--- src/rtl/controle_lampada.sv ---
// Lamp controller: debounces the wall button, classifies short/long presses and
// runs the AUTO/MANUAL lamp FSM that also arms the auto-shutdown timer.
module controle_lampada #(
  parameter int unsigned DEBOUNCE_T   = 100,
  parameter int unsigned LONG_PRESS_T = 3000
) (
  input  logic clk,
  input  logic rst,
  input  logic push_button,
  input  logic infravermelho,
  input  logic C,
  output logic lamp,
  output logic enable,
  output logic manual
);

  localparam logic [1:0] AUTO_OFF   = 2'd0;
  localparam logic [1:0] AUTO_ON    = 2'd1;
  localparam logic [1:0] MANUAL_OFF = 2'd2;
  localparam logic [1:0] MANUAL_ON  = 2'd3;

  localparam logic [15:0] DB_LAST = 16'(DEBOUNCE_T - 1);
  localparam logic [15:0] LP_MAX  = 16'(LONG_PRESS_T);
  localparam logic [15:0] LP_LAST = 16'(LONG_PRESS_T - 1);

  logic [1:0]  state_q, state_d;
  logic        btn_s_q, btn_s_d;
  logic        db_q, db_d;
  logic [15:0] cnt_q, cnt_d;
  logic [15:0] tp_q, tp_d;
  logic        long_press_q, long_press_d;
  logic        short_press_q, short_press_d;
  logic        ir_prev_q, ir_prev_d;
  logic        ir_rise;

  always_comb begin
    btn_s_d = push_button;
    db_d    = db_q;
    cnt_d   = 16'd0;
    if (btn_s_q != db_q) begin
      if (cnt_q == DB_LAST) begin
        db_d  = btn_s_q;
        cnt_d = 16'd0;
      end else begin
        cnt_d = cnt_q + 16'd1;
      end
    end

    // Tp saturates, so a long press fires once per hold and suppresses the release pulse
    tp_d = tp_q;
    if (db_d && !db_q) begin
      tp_d = 16'd0;
    end else if (db_q && (tp_q < LP_MAX)) begin
      tp_d = tp_q + 16'd1;
    end
    long_press_d  = db_q & db_d & (tp_q == LP_LAST);
    short_press_d = db_q & ~db_d & (tp_q < LP_MAX);

    ir_prev_d = infravermelho;
    ir_rise   = infravermelho & ~ir_prev_q;
  end

  always_comb begin
    state_d = state_q;
    case (state_q)
      AUTO_OFF: begin
        if (long_press_q)       state_d = MANUAL_OFF;
        else if (short_press_q) state_d = AUTO_ON;
        else if (ir_rise)       state_d = AUTO_ON;
      end
      AUTO_ON: begin
        if (long_press_q)       state_d = MANUAL_ON;
        else if (short_press_q) state_d = AUTO_OFF;
        else if (C)             state_d = AUTO_OFF;
      end
      MANUAL_OFF: begin
        if (long_press_q)       state_d = AUTO_OFF;
        else if (short_press_q) state_d = MANUAL_ON;
      end
      MANUAL_ON: begin
        if (long_press_q)       state_d = AUTO_ON;
        else if (short_press_q) state_d = MANUAL_OFF;
      end
      default: state_d = AUTO_OFF;
    endcase
  end

  always_ff @(posedge clk) begin
    if (rst) begin
      state_q       <= AUTO_OFF;
      btn_s_q       <= 1'b0;
      db_q          <= 1'b0;
      cnt_q         <= 16'd0;
      tp_q          <= 16'd0;
      long_press_q  <= 1'b0;
      short_press_q <= 1'b0;
      ir_prev_q     <= 1'b0;
    end else begin
      state_q       <= state_d;
      btn_s_q       <= btn_s_d;
      db_q          <= db_d;
      cnt_q         <= cnt_d;
      tp_q          <= tp_d;
      long_press_q  <= long_press_d;
      short_press_q <= short_press_d;
      ir_prev_q     <= ir_prev_d;
    end
  end

  assign lamp   = (state_q == AUTO_ON) || (state_q == MANUAL_ON);
  assign manual = (state_q == MANUAL_OFF) || (state_q == MANUAL_ON);
  assign enable = (state_q == AUTO_ON);

endmodule

--- config.mk ---
export PLATFORM = sky130hd
export DESIGN_NAME = controle_lampada
export DESIGN_NICKNAME = d
export VERILOG_FILES = /design/src/rtl/controle_lampada.sv
export SDC_FILE = /design/constraint.sdc
export NUM_CORES = 1
export LEC_CHECK = 0
export ABC_AREA = 1
export ABC_CLOCK_PERIOD_IN_PS = 1950
export BUFFER_PORTS_ARGS = -buffer_cell sky130_fd_sc_hd__clkbuf_2
export CAP_MARGIN = 25
export CORE_ASPECT_RATIO = 0.8
export CORE_MARGIN = 2
export CORE_UTILIZATION = 55
export CTS_CLUSTER_SIZE = 30
export DETAILED_ROUTE_END_ITERATION = 7
export HOLD_SLACK_MARGIN = 0.03
export PLACE_DENSITY = 0.72
export SLEW_MARGIN = 30
export SYNTH_ARGS = -nofsm -noshare
export SYNTH_HDL_FRONTEND = slang
export SYNTH_SLANG_ARGS = --single-unit
--- constraint.sdc ---
create_clock -name clk -period 1.95 [get_ports clk]
set_input_delay 0.2925 -clock clk [delete_from_list [all_inputs] [get_ports clk]]
set_output_delay 0.2925 -clock clk [all_outputs]
set_load 0.02 [all_outputs]
* Word-level counts from Yosys, hierarchy flattened *
Cells that the tools add are included.

operators by class
  $add $sub $neg = 2
  $lt $le $gt $ge = 1
  eq/ne operators = 10
  multiplexer cells = 13
  bitwise operators = 8
  reduce and logical (&&, ||, !) cells = 9

operators with widths
  kind                                                                            count
  16-bit by 1-bit adder with 16-bit output, second input constant                 2
  2-bit 2-to-1 mux                                                                10
  16-bit by 12-bit == test with 1-bit output, second input constant               1
  16-bit by 7-bit == test with 1-bit output, second input constant                1
  16-bit by 12-bit less-than comparator with 1-bit output, second input constant  1
  2-bit one-hot mux with 4 select lines                                           1
  3-bit inequality test, second input constant                                    2
  1-bit bitwise AND                                                               5
  2-bit == test, second input constant                                            2
  4-bit by 2-bit inequality test with 1-bit output, second input constant         1
  4-bit inequality test, second input constant                                    1
  4-bit AND reduction                                                             1
  1-bit inverter                                                                  3
  3-bit OR reduction                                                              1
  2-bit by 1-bit == test with 1-bit output, second input constant                 1
  1-bit logical AND                                                               2
  2-bit zero test                                                                 1
  1-bit logical OR                                                                2
  1-bit 2-to-1 mux                                                                2
  2-bit OR reduction                                                              1
  1-bit zero test                                                                 1
  1-bit inequality test                                                           1

word-level totals
  register bits after elaboration = 39
  input port bits = 5
  logic and storage cells = 51

* Logic depth before layout (Yosys ltp) *
  depth in word-level cells = 6
  gate-level depth with buffers = 10

* Worst setup path before layout *
No wires, ideal clock.

  kind = flip-flop to flip-flop
  start = register cnt_q[0]
  end = register tp_q[7]
  arrival = 1.235 ns
  required time = 1.837 ns
  path slack = 0.602 ns
  stages on the path, launching flop included = 11
  clock period less this slack = 1.348 ns
  cells stage by stage = dfxtp_1 > ha_1 > inv_1 > nor2_1 > nand2_1 > nor2_2 > nand3_2 > nor2_2 > nor2_4 > nand2_1 > nor2_1

between the ends
  cells in the longest elaborated chain, start to end = 5

ends and longest elaborated chain
  element                                    line  source
  start, declared                            29    logic [15:0] cnt_q, cnt_d;
  start signal, assigned                     102   cnt_q <= cnt_d;
  16-bit by 7-bit == test with 1-bit output  41    if (cnt_q == DB_LAST) begin
  1-bit 2-to-1 mux                           41
  1-bit 2-to-1 mux                           40    if (btn_s_q != db_q) begin
  1-bit logical AND                          51    if (db_d && !db_q) begin
  2-bit OR reduction (no source line)        n/a
  end signal, assigned                       103   tp_q <= tp_d;
  end, declared                              30    logic [15:0] tp_q, tp_d;

Every way passes these cells.
A chain may end at the register's enable or synchronous reset.

* Worst setup path in the final report *
  start = register cnt_q[0]
  end = register cnt_q[14]

between the ends
  cells in the longest elaborated chain, start to end = 2
  elaborated cells between the ends (all ways) = 3

ends and longest elaborated chain
  element
  parallel branches: the longest is 2 deep, another holds 16-bit by 1-bit adder with 16-bit output

Several ways; the timed one is not identified.

==> impl_metrics.yaml <==
logic_synthesis:
  avgSynthCellArea_um2: 6.71
  synthXorXnorAreaFrac_pct: 1.32
  async_reset_ff_share_pct: 0
  synth_compound_area_share_pct: 6.87
  synth_top_family_by_area: "simple AND/OR/NAND/NOR gates"
  synth_common_cells: "66 x nand2_1, 52 x nor2_1, 45 x inv_1, 39 x dfxtp_1"
  synth_ff_type: "dfxtp_1"
  ys_seq_elements: 39
  synth_top_area_share_pct: 39.3
  synth-seq-area-share_pct: 39.3
  mappedNetlistArea_mm2: 0.00199
  synth_area_leaders: "dfxtp_1 39%, nand2_1 12%, nor2_1 9.8%"
  synth_enable_flop_cells: 0
  synth_top_cell_by_area: "dfxtp_1"
  synth_most_common_cell: "nand2_1"
  synthMuxAreaShare_pct: 0
  synth-simple-area-share_pct: 39.5
  ys_warn_count: 0
  synthAdderAreaFrac_pct: 1.26
  syn_nets: 303
  syn_inst: 296
  synth_cell_types: 25
clock_network:
  cts.sinks: 39
  clkLatencyLatePin_ns: 0.29
  max-clock-path-buffers: 2
  cts_tree: "built"
  clkTransAtPathRegs_ns: 0.07
  htree_levels: 2
  cts_resized: 0
  hold_buffers: 0
  cts_root_buffer: "clkbuf_8"
  post_cts_buffers: 0
  cts_buffers: 5
setup_path:
  crit_top_cell: "nand2_1"
  criticalPathCategory: "reg2reg"
  cp-end-kind: "flip-flop"
  slowest_stage: "dfxtp_1"
  crit_family: "simple AND/OR/NAND/NOR gates"
  crit_fanout: 16
  critPathLaunch: "cnt_q[0]"
  worstPathArrival_ns: 1.69
  required_ns: 2.12
  reg2reg_from: "cnt_q[0]"
  crit_buf_inv: 1
  cp-start-kind: "flip-flop"
  crit_chain: "ha_1 > inv_1 > nor2_1 > nand2_1 > nor2_2 > nand2_1 > nand2_2 > nor3_1"
  cp_slowest_stage_delay_ns: 0.35
floorplan:
  std_cell_rows: 19
  fp.dieW_um: 71.2
  coreArea_mm2: 0.00345
  initial_core_util_pct: 57.6
  die_y_um: 57.7
  die_area_mm2: 0.00411
  ioPinCount: 8
grt:
  grt.total_usage_pct: 19.5
  met1_usage_pct: 29.9
  met3_usage_pct: 4.70
  top_usage_layer: "met1"
  grt_pass1_wl_um: 6180
  grt_max_degree: 17
  first_global_vias: 1378
  grt_use_met2_pct: 25.7
  antenna_found_initial: 0
  grt_overflow_total: 0
place:
  gp_congestion: 0.834
  io_buffers: 7
  dp_hpwl_um: 2680
  dpl.cell_count: 339
  dp_slack_ns: 0.436
cells_and_area:
  post-route-util_pct: 61.0
  final_cells: 347
  fin_nets: 311
  drive_gt1_share_pct: 10.5
  synthToLayoutAreaGrowth_pct: 5.86
  antenna_cells: 0
sta:
  tns_ns: 0
  finalClockSkew_ns: 0.00469
  fin_crit_sh_pct: 77.6
  worstMarginPinSlew_ns: 0.459
  relSlewSlack_pct: 69.4
  hold_viol: 0
  min_period_ns: 1.51
  setup_slack_ns: 0.436
  max_freq_ghz: 0.661
  drv_slew: 0
  setup_viol: 0
  rsz0062_at_grt: "false"
pwr:
  ir_drop_mv: 0.429
  p_per_area_mw_per_mm2: 658
  leakage_nw: 0.858
route:
  wl_per_cell_um: 10.5
  drt_wl_total_um: 3650
  antenna_left: 0
  num_vias: 1729
  drt_iter0_drc: 133
  drc: 0
  viasPerCell: 4.98
  first_pass_iters: 5
outcome:
  status: "finished clean"
hold_path:
  hp-start: "push_button"
  worstHoldPathType: "in2reg"
job:
  maxCapViolCount: 0
-- worst paths after layout --
kind,end,slack [ns],cells after the start
max,cnt_q[14],0.44,8
min,btn_s_q,0.20,3
max reg2reg,cnt_q[14],0.44,8
min reg2reg,tp_q[14],0.44,2
-- through the flow --
stage,hold WS (ns),instance area [um2],total power [mW]
3_3_place_gp,0.423,2020,0.877
5_1_grt,0.215,2100,1.44
2_1_floorplan,0.364,1990,0.863
3_5_place_dp,0.430,2020,0.878
4_1_cts,0.187,2100,1.40
6_report,0.200,2100,1.38
-- cell usage in the layout (no fill, tap or decap), types with 2 or more instances in the layout --
master | Yosys | routed
nor3b_1 | 3 | 3
clkbuf_1 | 2 | 2
nor2_2 | 8 | 8
nor2_1 | 52 | 52
clkbuf_2 | 0 | 7
dfxtp_1 | 39 | 39
nand2_2 | 3 | 3
nand3_2 | 3 | 3
nand4_1 | 8 | 8
xor2_1 | 3 | 3
ha_1 | 2 | 2
a21oi_1 | 18 | 18
nand2_1 | 66 | 66
clkbuf_8 | 0 | 5
nand3_1 | 18 | 18
o21ai_1 | 2 | 2
nor3_1 | 9 | 9
o21ai_0 | 4 | 4
inv_1 | 45 | 45
-- kinds of logic (layout without fill, tap and decap cells) --
group                      Yosys count  after routing
DFF                                 39             39
AOI/OAI and AO/OA                   25             25
buffers and inverters               53             62
adders and majority gates            2              2
and+or+nand+nor                    174            174
xor gates and xnor gates             3              3
-- final cells by class --
cell class              instances  area, um2
clock buffers                   7       76.3
clock inverters                 1       5.00
fillers                       320       1350
inverters                      46        173
multi-input cells             204        972
flip-flops and latches         39        781
well taps                      42       52.6
repair buffers                  8       42.5
-- worst min-delay path, cell delays in order --
cell      delay (ns)
clkbuf_2        0.08
inv_1           0.04
nor2_1          0.04
-- flip-flops by register name (all words and copies together) (netlist names) --
signal / flops
short_press_q: 1
cnt_q: 16
state_q: 2
btn_s_q: 1
long_press_q: 1
db_q: 1
ir_prev_q: 1
tp_q: 16
-- per-layer routing --
| metal | share of wire [%] | up-vias | wire, um |
|---|---|---|---|
| li1 | - | 938 | - |
| met2 | 37 | 51 | 1350 |
| met4 | 1.8 | 0 | 66 |
| met1 | 54 | 733 | 1970 |
| met5 | 0 | - | 0 |
| met3 | 7.0 | 7 | 257 |
-- power by group --
| part | internal [mW] | switching, mW | total [mW] |
|---|---|---|---|
| Clock | 0.251 | 0.273 | 0.524 |
| Sequential | 0.802 | 0.00575 | 0.808 |
| Combinational | 0.0176 | 0.0332 | 0.0508 |
| Total | 1.07 | 0.312 | 1.38 |
Power figures use the tool's default switching activity.
